[src/rtl/muldiv_pkg.sv]
// Shared types and constants for the iterative multiply/divide unit.
package muldiv_pkg;

    typedef enum logic [1:0] {
        OP_MUL  = 2'd0,
        OP_MULU = 2'd1,
        OP_DIV  = 2'd2,
        OP_DIVU = 2'd3
    } op_t;

    typedef enum logic [1:0] {
        IDLE = 2'd0,
        CALC = 2'd1,
        FIX  = 2'd2
    } state_t;

    localparam int DEF_WIDTH = 32;

    // Quotient returned on divide by zero; the unit replicates bit 0 to its own WIDTH.
    localparam logic [DEF_WIDTH-1:0] DIV0_QUOT = '1;

endpackage

[src/rtl/muldiv_unit_div_step.sv]
// Combinational single-bit restoring division step.
module div_restore_step #(
    parameter int WIDTH = 32
) (
    input  logic [WIDTH-1:0] rem,
    input  logic [WIDTH-1:0] divisor,
    input  logic             next_bit,
    output logic [WIDTH-1:0] rem_next,
    output logic             q_bit
);
    logic [WIDTH:0] shifted;
    logic [WIDTH:0] diff;

    // rem < divisor on entry, so a clear top bit of diff means the trial subtract fits
    assign shifted  = {rem, next_bit};
    assign diff     = shifted - {1'b0, divisor};
    assign q_bit    = ~diff[WIDTH];
    assign rem_next = q_bit ? diff[WIDTH-1:0] : shifted[WIDTH-1:0];

endmodule

[src/rtl/muldiv_unit.sv]
// Iterative signed/unsigned multiply and restoring divide with hi/lo result.
// Optional MULDIV_FAST_MUL_EN: single-pass combinational multiply (IDLE -> FIX).
module muldiv_unit
    import muldiv_pkg::*;
#(
    parameter int WIDTH = DEF_WIDTH
) (
    input  logic             clk,
    input  logic             rst,
    input  logic [WIDTH-1:0] a,
    input  logic [WIDTH-1:0] b,
    input  logic             mul_start,
    input  logic             mulu_start,
    input  logic             div_start,
    input  logic             divu_start,
    output logic             busy,
    output logic             done,
    output logic [WIDTH-1:0] hi,
    output logic [WIDTH-1:0] lo
);
    localparam int CW = $clog2(WIDTH);
`ifdef MULDIV_FAST_MUL_EN
    localparam bit FAST_MUL = 1'b1;
`else
    localparam bit FAST_MUL = 1'b0;
`endif

    state_t             state;
    op_t                op;
    logic [CW-1:0]      cnt;
    logic [2*WIDTH-1:0] acc;   // mul: {partial, multiplier}; div: {remainder, dividend/quotient}
    logic [WIDTH-1:0]   opb;   // multiplicand or divisor magnitude
    logic               neg_lo;
    logic               neg_hi;

    logic               start;
    op_t                req_op;
    logic               req_signed;
    logic               req_div;
    logic [WIDTH-1:0]   mag_a;
    logic [WIDTH-1:0]   mag_b;

    always_comb begin
        start  = div_start | divu_start | mul_start | mulu_start;
        req_op = OP_MULU;
        if (div_start)       req_op = OP_DIV;
        else if (divu_start) req_op = OP_DIVU;
        else if (mul_start)  req_op = OP_MUL;
    end

    assign req_signed = (req_op == OP_MUL) || (req_op == OP_DIV);
    assign req_div    = (req_op == OP_DIV) || (req_op == OP_DIVU);
    assign mag_a      = (req_signed && a[WIDTH-1]) ? '0 - a : a;
    assign mag_b      = (req_signed && b[WIDTH-1]) ? '0 - b : b;

    logic [WIDTH-1:0] step_rem;
    logic             step_q;
    logic [WIDTH:0]   mul_sum;

    div_restore_step #(.WIDTH(WIDTH)) u_step (
        .rem      (acc[2*WIDTH-1:WIDTH]),
        .divisor  (opb),
        .next_bit (acc[WIDTH-1]),
        .rem_next (step_rem),
        .q_bit    (step_q)
    );

    assign mul_sum = {1'b0, acc[2*WIDTH-1:WIDTH]} + {1'b0, (acc[0] ? opb : {WIDTH{1'b0}})};

    logic               is_mul;
    logic [2*WIDTH-1:0] prod_mag;
    logic [2*WIDTH-1:0] res;

    assign is_mul = (op == OP_MUL) || (op == OP_MULU);

`ifdef MULDIV_FAST_MUL_EN
    assign prod_mag = is_mul ? {{WIDTH{1'b0}}, opb} * {{WIDTH{1'b0}}, acc[WIDTH-1:0]} : acc;
`else
    assign prod_mag = acc;
`endif

    // Sign fix-up; quotient and remainder are negated independently
    always_comb begin
        res = prod_mag;
        if (is_mul) begin
            if (neg_lo) res = '0 - prod_mag;
        end else begin
            res[2*WIDTH-1:WIDTH] = neg_hi ? '0 - acc[2*WIDTH-1:WIDTH] : acc[2*WIDTH-1:WIDTH];
            res[WIDTH-1:0]       = neg_lo ? '0 - acc[WIDTH-1:0]       : acc[WIDTH-1:0];
        end
    end

    always_ff @(posedge clk) begin
        if (rst) begin
            state  <= IDLE;
            op     <= OP_MUL;
            cnt    <= '0;
            acc    <= '0;
            opb    <= '0;
            neg_lo <= 1'b0;
            neg_hi <= 1'b0;
            busy   <= 1'b0;
            done   <= 1'b0;
            hi     <= '0;
            lo     <= '0;
        end else begin
            done <= 1'b0;
            unique case (state)
                IDLE: begin
                    if (start) begin
                        op     <= req_op;
                        busy   <= 1'b1;
                        cnt    <= '0;
                        neg_lo <= req_signed & (a[WIDTH-1] ^ b[WIDTH-1]);
                        neg_hi <= req_signed & a[WIDTH-1];
                        opb    <= req_div ? mag_b : mag_a;
                        if (req_div && b == '0) begin
                            // Raw dividend to hi, all ones to lo, no sign fix-up
                            acc    <= {a, {WIDTH{DIV0_QUOT[0]}}};
                            neg_lo <= 1'b0;
                            neg_hi <= 1'b0;
                            state  <= FIX;
                        end else begin
                            acc   <= {{WIDTH{1'b0}}, (req_div ? mag_a : mag_b)};
                            state <= (FAST_MUL && !req_div) ? FIX : CALC;
                        end
                    end
                end
                CALC: begin
                    if (is_mul) acc <= {mul_sum, acc[WIDTH-1:1]};
                    else        acc <= {step_rem, acc[WIDTH-2:0], step_q};
                    cnt <= cnt + 1'b1;
                    if (cnt == CW'(WIDTH - 1)) state <= FIX;
                end
                FIX: begin
                    hi    <= res[2*WIDTH-1:WIDTH];
                    lo    <= res[WIDTH-1:0];
                    busy  <= 1'b0;
                    done  <= 1'b1;
                    state <= IDLE;
                end
                default: state <= IDLE;
            endcase
        end
    end

endmodule
[config.mk]
export PLATFORM = sky130hd
export DESIGN_NAME = muldiv_unit
export DESIGN_NICKNAME = d
export VERILOG_FILES = /design/src/rtl/muldiv_pkg.sv /design/src/rtl/muldiv_unit_div_step.sv /design/src/rtl/muldiv_unit.sv
export SDC_FILE = /design/constraint.sdc
export NUM_CORES = 1
export LEC_CHECK = 0
export BUFFER_PORTS_ARGS = -buffer_cell sky130_fd_sc_hd__buf_2
export CAP_MARGIN = 20
export CORE_MARGIN = 2
export CORE_UTILIZATION = 63
export CTS_BUF_LIST = sky130_fd_sc_hd__clkbuf_4 sky130_fd_sc_hd__clkbuf_8
export CTS_CLUSTER_SIZE = 40
export DETAILED_ROUTE_END_ITERATION = 8
export PLACE_DENSITY_LB_ADDON = 0.12
export SYNTH_ARGS = -nofsm -noshare
export SYNTH_HDL_FRONTEND = slang
export SYNTH_SLANG_ARGS = --single-unit
[constraint.sdc]
create_clock -name clk -period 6.3 [get_ports clk]
set_input_delay 0.63 -clock clk [delete_from_list [all_inputs] [get_ports clk]]
set_output_delay 0.63 -clock clk [all_outputs]
set_load 0.05 [all_outputs]
======== Word level (Yosys, flattened, before mapping) ========
Cells that the tools add are included.
storage, ports and cells
  output and inout bits ................... 66
  register bits ........................... 173
  input bits .............................. 70
  logic and storage cells ................. 78
cells by class
  $add $sub $neg .......................... 8
  equal/unequal tests ..................... 8
  reduce and logical (&&, ||, !) cells .... 16
  bitwise operators ....................... 7
  mux-type cells .......................... 28
operator list
  kind                   count
  $mux 64                5
  $mux 32                8
  $pmux 64 s2            1
  $sub 1x32->32 const A  4
  $sub 1x64->64 const A  1
  $add 32x32->33         1
  $sub 33x32->33         1
  $logic_not 32->1       1
  $mux 2                 5
  $pmux 5 s2             1
  $reduce_and 2->1       4
  $eq 2x2->1 const B     3
  $logic_not 2->1        3
  $add 5x1->5 const B    1
  $eq 5x5->1 const B     1
  $mux 1                 5
  $mux 5                 1
  $eq 2x1->1 const B     2
  $ne 2x2->1 const B     2
  $pmux 2 s2             1
  $reduce_bool 2->1      2
  $logic_and 1x1->1      3
  $logic_or 1x1->1       3
  $or 1x1->1             3
  4 further kinds        5

======== Longest topological paths before layout ========
Gate-level depths: netlist of the first run.
  word-level depth ........................ 11
  mapped depth ............................ 15
  gate-level depth less buffers ........... 13

======== Cells and area by module ========
A second synthesis of the first run with hierarchy kept.
second synthesis, totals
  cell total of the unflattened synthesis .. 1970
  area, all modules ....................... 14765.4 µm²
by module, submodules not included
  module            cells an instance  seq. area each (µm²)  area an instance (µm²)  instances
  muldiv_unit       1665               3443.3                12406.9                 1
  div_restore_step  305                0.0                   2358.5                  1

======== Least setup slack after synthesis of the first run ========
OpenSTA, ideal clock, no wires.
  path type ............................... register to register
  start ................................... register acc[31]
  end ..................................... register acc[40]
  stages on the path, launching flop included .. 15
  setup slack ............................. 2.715 ns
  period minus slack after synthesis ...... 3.585 ns
  path buffers ............................ 1
  required time ........................... 6.168 ns
  arrival ................................. 3.453 ns
  setup time .............................. 0.132 ns
  cells stage by stage .................... dfxtp_1 > inv_1 > ha_1 > fa_1 > and2b_1 > o2111ai_1 > a32oi_2 > a31oi_1 > o31a_1 > o211a_1 > or3_4 > buf_6 > mux2_1 > a22oi_1 > a21oi_1
on the way
  word-level cells in the longest chain between the ends .. 4
RTL lines
  what                    RTL line                    source
  start, declared         muldiv_unit.sv:31           logic [2*WIDTH-1:0] acc;
  start signal, assigned  muldiv_unit.sv:119          acc <= {a, {WIDTH{DIV0_QUOT[0]}}};
  start signal, assigned  muldiv_unit.sv:124          acc <= {{WIDTH{1'b0}}, (req_div ? mag_a : mag_b)};
  start signal, assigned  muldiv_unit.sv:130          if (is_mul) acc <= {mul_sum, acc[WIDTH-1:1]};
  $sub 33x32->33          muldiv_unit_div_step.sv:16  assign diff = shifted - {1'b0, divisor};
  $mux 32                 muldiv_unit_div_step.sv:18  assign rem_next = q_bit ? diff[WIDTH-1:0] : shifted[WIDTH-1:0];
  $mux 64                 muldiv_unit.sv:130
  $pmux 64 s2             muldiv_unit.sv:108          unique case (state)
No other way between the ends.
A chain may end at the register's enable or synchronous reset.

======== Worst setup path in the final report of the first run ========
  start ................................... register acc[0]
  end ..................................... register acc[60]
on the way
  word-level cells in the longest chain between the ends .. 4
RTL lines
  what            RTL line            source
  $mux 32         muldiv_unit.sv:68   assign mul_sum = {1'b0, acc[2*WIDTH-1:WIDTH]} + {1'b0, (acc[0] ? opb : {WIDTH{1'b0}})};
  $add 32x32->33  muldiv_unit.sv:68
  $mux 64         muldiv_unit.sv:130
  $pmux 64 s2     muldiv_unit.sv:108
No other way between the ends.

==> impl_metrics.csv, run 1 <==
group,metric,value,unit
min_path,hold_path.class,"flip-flop to flip-flop",
die,ios,136,
die,die_area,23100,µm²
logic_synthesis,syn_nets,1990,
critical_path,rrSetupSlack,1.92,ns
critical_path,cp_cell_sequence,"inv_1 > nor2_1 > ha_1 > and4_1 > a221oi_1 > o21ai_0 > a31oi_1 > o21ai_0 > a221o_1 > a311oi_1 > xnor2_1 > nor2_1 > nor4_1",
logic_synthesis,syn-instance-count,1848,
power_and_ir_drop,combPwrFrac,37.8,%
logic_synthesis,synth_adder_area_share,6.64,%
critical_path,crit_fanout,12,
clocking,holdBufCountCts,0,
critical_path,r2r-end,"acc[60]",
die,rows,54,
finish,layout-drive-gt1-share,11.3,%
placed_design,dp_hpwl,35.4,mm
route,initialDrtViolationCount,1839,
sta,final-setup-viol-count,0,
critical_path,crit_arrival,4.78,ns
clocking,path_clk_slew,0.11,ns
sta,finalCritPeriodShare,69.5,%
logic_synthesis,yosysWarnings,0,
logic_synthesis,synth_mux_area_share,4.25,%
route,avgViaCountPerCell,6.74,
min_path,min_to,"hi[23]",
global_route,grt_pass1_wl,73.6,mm
power_and_ir_drop,switching_share,42.7,%
logic_synthesis,synth_xor_area_share,10.9,%
clocking,cts_sinks,172,
logic_synthesis,synth_cell_types,78,
critical_path,critPathLaunchType,"flip-flop",
placed_design,gp_congestion,1.01,
placed_design,port_buffers,135,
logic_synthesis,synthSimpleGateAreaFrac,19.5,%
power_and_ir_drop,switchingPower,0.00145,W
logic_synthesis,avgSynthCellArea,7.46,µm²
sta,rsz0062_at_grt,"false",
global_route,track_usage,39.6,%
logic_synthesis,synth-compound-area-share,28.8,%
sta,max_slew_margin,34.9,%
flow_run,cap_violations,0,
critical_path,critPathRequiredTime,6.71,ns
min_path,holdCritStartpoint,"hi[23]",
logic_synthesis,synth_top_area_cell,"dfxtp_1",
logic_synthesis,synth_top_family_by_area,"compound AO/OA/AOI/OAI gates",
logic_synthesis,ys_seq_elements,172,
die,die_h,152,µm
finish,design_area,15000,µm²
sta,holdWs,0.452,ns
sta,period_needed,4.38,ns
logic_synthesis,synth_edf_count,0,
clocking,clk_latency,0.49,ns
power_and_ir_drop,powerDensity,226,nW/µm²
global_route,grt_pass1_vias,13400,
clocking,clockRootBuffer,"clkbuf_8",
global_route,grt_max_degree,65,
run_status,status,"complete, no violations",
critical_path,rr_startpoint,"acc[0]",
route,drc,0,
clocking,clockBufferDepth,2,
critical_path,worstSetupEndpointType,"flip-flop",
critical_path,cp_slowest_cell,"a31oi_1",
placed_design,place_inst,2164,
clocking,cts-resized-gates,0,
sta,finalMaxSlewViolations,0,
finish,seqCellArea,3440,µm²
power_and_ir_drop,ir_drop,140,µV
clocking,numCtsBuffers,17,
critical_path,worst-setup-path-type,"flip-flop to flip-flop",
route,wire_per_inst,21.6,µm
critical_path,worst_path_dominant_cell_family,"compound AO/OA/AOI/OAI gates",
logic_synthesis,netlist_area,13800,µm²
critical_path,max_stage_delay,0.58,ns
logic_synthesis,synth_common_cells,"nor2_1, a21oi_1, dfxtp_1",
clocking,htreeDepth,4,
placed_design,placed_area,14500,µm²
finish,finalNonFillerCells,2199,
die,die_x,152,µm
global_route,overflow,0,
sta,skew,0.0208,ns
finish,n_fill_cell,1909,
logic_synthesis,yosys.area.top_type_share,25.0,%
critical_path,crit_buf_inv,1,
route,ant_nets,0,
critical_path,reg2regPathDepth,13,
sta,fmax,0.228,GHz
clocking,cts_tree,"built",
finish,multi_input_area,9700,µm²
logic_synthesis,synth_area_leaders,"dfxtp_1, a21oi_1, ha_1",
route,wl,47.6,mm
min_path,whs_path_depth,2,
route,dr.pass1.iters,6,
finish,syn2layout_area_growth,8.62,%
global_route,antenna_found_initial,0,
finish,final_core_util,69.3,%
logic_synthesis,seq_area_frac_synth,25.0,%
clocking,post_cts_buffers,0,
sta,hold_viol_final,0,
power_and_ir_drop,cellLeakagePower,6.25,nW
power_and_ir_drop,p_seq_share,37.7,%
die,core,21600,µm²
logic_synthesis,ys.flop_type,"dfxtp_1",
sta,tns,0,ns
die,start_util,63.8,%
power_and_ir_drop,clock_power_share,24.5,%
logic_synthesis,async_flop_share,0,%
finish,nets,2047,
sta,worst_pin_slew,0.977,ns
logic_synthesis,yosysMostFrequentCell,"nor2_1",
power_and_ir_drop,p_int,0.00194,W
critical_path,crit_start,"acc[0]",
route,via_count,14800,
[routing by layer]
metal | vias to the layer above | wire length (µm) | track usage [%]
met2 | 931 | 20700 | 61.3
met4 | 0 | 2610 | 19.3
met3 | 182 | 4950 | 5.73
met1 | 6858 | 19300 | 54.1
li1 | 6844 | - | -
met5 | - | 0 | 0
[power by group through the flow]
stage | Sequential (W) | Clock, W | Combinational (W)
floorplan | 0.00123 | 0 | 0.000957
global placement | 0.00129 | 0 | 0.00122
detailed placement | 0.00129 | 0 | 0.00124
CTS | 0.00127 | 0.000824 | 0.00125
global route | 0.00128 | 0.000865 | 0.00139
finish | 0.00128 | 0.000829 | 0.00128
[logic make-up after synthesis]
logic type / Yosys count
mux: 57
compound gates: 624
buf+inv: 173
xor+xnor: 171
fa+ha+maj: 72
simple gates: 579
flops: 172
[how the worst max path moves through the flow]
stage               slack, ns  depth (start not counted)       to
floorplan                2.71                         14  acc[40]
global placement         2.24                         13  acc[60]
detailed placement       2.07                         12  acc[40]
CTS                      2.02                         12  acc[36]
global route             1.62                         13  acc[60]
finish                   1.92                         13  acc[60]
[cell usage in the layout, fill, tap and decap left out, types with 6 or more instances in the layout]
cell type    n
buf_2      134
o31ai_1     24
and3_1      10
nand2_1    158
nor3_1      39
nor4_1      16
a31o_2       6
nand4_1      8
o21ai_0    133
o41ai_1     11
and2_1       9
dfxtp_1    171
nand2b_1    17
ha_1        70
buf_4       16
o22ai_1     12
nor2b_1     14
or3_1       19
a22oi_1     27
o21a_1       9
clkbuf_8    17
xnor2_1     80
a211oi_1    59
mux2_1       9
nor2_1     225
a21oi_1    205
inv_1       57
a31oi_1     17
a221oi_1    35
nand3_1     27
or4_1       11
mux2i_1     45
a21o_1      32
xor2_1      91
[flip-flops by register name (all words and copies together) (netlist names), 2 cells and up]
register,flops
cnt,5
opb,32
state,2
acc,64
hi,32
lo,32
[stage by stage]
step           power, W  setup slack [ns]
2_1_floorplan   0.00219              2.71
3_3_place_gp    0.00251              2.24
3_5_place_dp    0.00253              2.07
4_1_cts         0.00334              2.02
5_1_grt         0.00354              1.62
6_report        0.00339              1.92
[area by class of cell]
type / count / share of cell area (%)
Antenna cell: 1 / 0.0167
Clock buffer: 17 / 1.56
Clock inverter: 15 / 1.16
Inverter: 58 / 1.45
Multi-Input combinational cell: 1503 / 64.7
Sequential cell: 172 / 23.0
Tap cell: 280 / 2.34
Timing Repair Buffer: 153 / 5.72
[worst register-to-register path: cells and delay by family (launching register included)]
kind | cells | cell delay (ns)
flops | 1 | 0.51
buf+inv | 1 | 0.32
xor+xnor | 1 | 0.20
simple gates | 4 | 0.77
fa+ha+maj | 1 | 0.30
compound gates | 6 | 2.20
Power figures use the tool's default switching activity.
==> inputs of run 2 (changes only) <==
--- a/config.mk
+++ b/config.mk
@@ -8,7 +8,7 @@
 export BUFFER_PORTS_ARGS = -buffer_cell sky130_fd_sc_hd__buf_2
 export CAP_MARGIN = 20
 export CORE_MARGIN = 2
-export CORE_UTILIZATION = 63
+export CORE_UTILIZATION = 62
 export CTS_BUF_LIST = sky130_fd_sc_hd__clkbuf_4 sky130_fd_sc_hd__clkbuf_8
 export CTS_CLUSTER_SIZE = 40
 export DETAILED_ROUTE_END_ITERATION = 8
==> constraint.sdc (replaced) <==
create_clock -name clk -period 4.37 [get_ports clk]
set_input_delay 0.437 -clock clk [delete_from_list [all_inputs] [get_ports clk]]
set_output_delay 0.437 -clock clk [all_outputs]
set_load 0.05 [all_outputs]
==> run 2 against run 1 <==
Effect of this change:
- worst setup slack lost 1.8 ns
- sequential share of layout area decreased by 0.38 points
- worst hold slack got worse by 0.14 ns
- non-clock buffer count grew 32
- die area is 1.6% higher
- sequential cell count unchanged
- largest cell class unchanged
- highest routed layer unchanged
==> impl_metrics.csv, run 2 (same netlist as run 1, synthesis figures left out) <==
group,metric,value,unit
run_status,status,"complete, no violations",
sta,rsz0062_at_grt,"false",
global_route,grt_pass1_wl,72.6,mm
sta,tns,0,ns
critical_path,crit_fanout,10,
placed_design,place_inst,2196,
finish,nets,2081,
route,via_count,14800,
clocking,numCtsBuffers,17,
clocking,clockRootBuffer,"clkbuf_8",
placed_design,placed_area,14800,µm²
critical_path,critPathRequiredTime,4.70,ns
finish,largest_reg_flops,64,
critical_path,crit_arrival,4.58,ns
die,die_h,153,µm
die,start_util,63.2,%
critical_path,reg2regPathDepth,13,
global_route,track_usage,38.5,%
sta,worst_pin_slew,0.889,ns
clocking,cts_sinks,172,
critical_path,worst-setup-path-type,"flip-flop to flip-flop",
sta,fmax,0.235,GHz
finish,syn2layout_area_growth,10.4,%
sta,finalCritPeriodShare,97.2,%
clocking,clk_latency,0.49,ns
sta,final-setup-viol-count,0,
global_route,overflow,0,
power_and_ir_drop,powerDensity,325,nW/µm²
finish,layout-drive-gt1-share,12.9,%
critical_path,worstSetupEndpointType,"flip-flop",
global_route,grt_pass1_vias,13500,
route,wire_per_inst,21.3,µm
sta,finalMaxSlewViolations,0,
min_path,holdCritStartpoint,"b[0]",
finish,antennaDiodeCount,0,
sta,max_slew_margin,40.5,%
die,die_area,23400,µm²
power_and_ir_drop,p_int,0.00284,W
clocking,cts_tree,"built",
finish,largest_register,"acc",
die,rows,54,
sta,skew,0.0236,ns
global_route,grt_max_degree,73,
finish,design_area,15200,µm²
die,core,21800,µm²
placed_design,gp_congestion,1.01,
placed_design,dp_hpwl,35.4,mm
route,drc,0,
die,die_x,153,µm
clocking,path_clk_slew,0.11,ns
global_route,antenna_found_initial,0,
power_and_ir_drop,combPwrFrac,39.5,%
clocking,clockBufferDepth,2,
route,wl,47.6,mm
power_and_ir_drop,p_seq_share,36.1,%
route,dr.pass1.iters,6,
power_and_ir_drop,clock_power_share,24.4,%
route,ant_nets,0,
clocking,cts-resized-gates,0,
sta,hold_viol_final,0,
power_and_ir_drop,switchingPower,0.00210,W
route,avgViaCountPerCell,6.62,
flow_run,cap_violations,0,
min_path,hold_path.class,"input port to flip-flop",
die,ios,136,
critical_path,rr_startpoint,"acc[31]",
min_path,whs_path_depth,3,
critical_path,critPathLaunchType,"flip-flop",
placed_design,port_buffers,135,
power_and_ir_drop,ir_drop,209,µV
clocking,holdBufCountCts,0,
clocking,htreeDepth,4,
critical_path,rrSetupSlack,0.12,ns
sta,period_needed,4.25,ns
min_path,min_to,"opb[0]",
finish,final_cell_mix,"nor2_1, a21oi_1, dfxtp_1",
critical_path,r2r-end,"acc[35]",
power_and_ir_drop,cellLeakagePower,6.42,nW
finish,final_common_cell,"nor2_1",
route,initialDrtViolationCount,1712,
power_and_ir_drop,switching_share,42.5,%
clocking,post_cts_buffers,0,
finish,n_fill_cell,1917,
finish,finalNonFillerCells,2232,
==> run 2: area by class of cell <==
type,count,area [µm²],share of cell area (%)
inverter,58,218,1.43
sequential,172,3440,22.6
clock buffer,18,241,1.59
multi-input combinational,1505,9720,63.8
clock inverter,14,170,1.12
timing repair buffer,185,1080,7.10
tap,280,350,2.30
==> run 2: power by group through the flow <==
stage | clock network (W) | logic [W] | registers (W)
after floorplan | 0 | 0.00138 | 0.00177
after global placement | 0 | 0.00183 | 0.00181
after detailed placement | 0 | 0.00185 | 0.00181
after CTS | 0.00119 | 0.00186 | 0.00178
after global routing | 0.00125 | 0.00210 | 0.00179
final | 0.00121 | 0.00195 | 0.00179
==> run 2: critical path, stage by stage (launching register included) <==
cell	delay [ns]
dfxtp_1	0.39
inv_1	0.08
ha_1	0.23
fa_1	0.42
and2b_1	0.25
o2111ai_1	0.17
a32oi_2	0.33
a31oi_1	0.23
o31a_1	0.41
o211a_1	0.31
or3_2	0.68
mux2_1	0.39
a21oi_1	0.15
a211oi_1	0.06
==> run 2: worst max-delay path by stage <==
stage	slack, ns	from	depth (start not counted)	end
2_1_floorplan	0.78	acc[31]	14	acc[40]
3_3_place_gp	0.39	acc[31]	13	acc[36]
3_5_place_dp	0.28	acc[31]	14	acc[33]
4_1_cts	0.23	acc[31]	14	acc[33]
5_1_grt	0.01	acc[31]	13	acc[50]
6_report	0.12	acc[31]	13	acc[35]
==> run 2: per-stage QoR <==
stage                     total power, W  worst slack [ns]  hold slack [ns]  utilization, %
after floorplan                  0.00315             0.785            0.432               -
after global placement           0.00364             0.395            0.436            67.6
after detailed placement         0.00366             0.284            0.440            67.7
after CTS                        0.00483             0.230            0.298            69.6
after global routing             0.00514            0.0120            0.331            69.8
final                            0.00494             0.122            0.310            69.8
==> run 2: metal layers <==
| layer | vias up | GRT usage (%) | wire length [µm] |
|---|---|---|---|
| met3 | 168 | 6.80 | 5000 |
| li1 | 6901 | - | - |
| met1 | 6828 | 51.1 | 19200 |
| met2 | 888 | 60.9 | 21000 |
| met4 | 0 | 18.3 | 2450 |
| met5 | - | 0 | 0 |
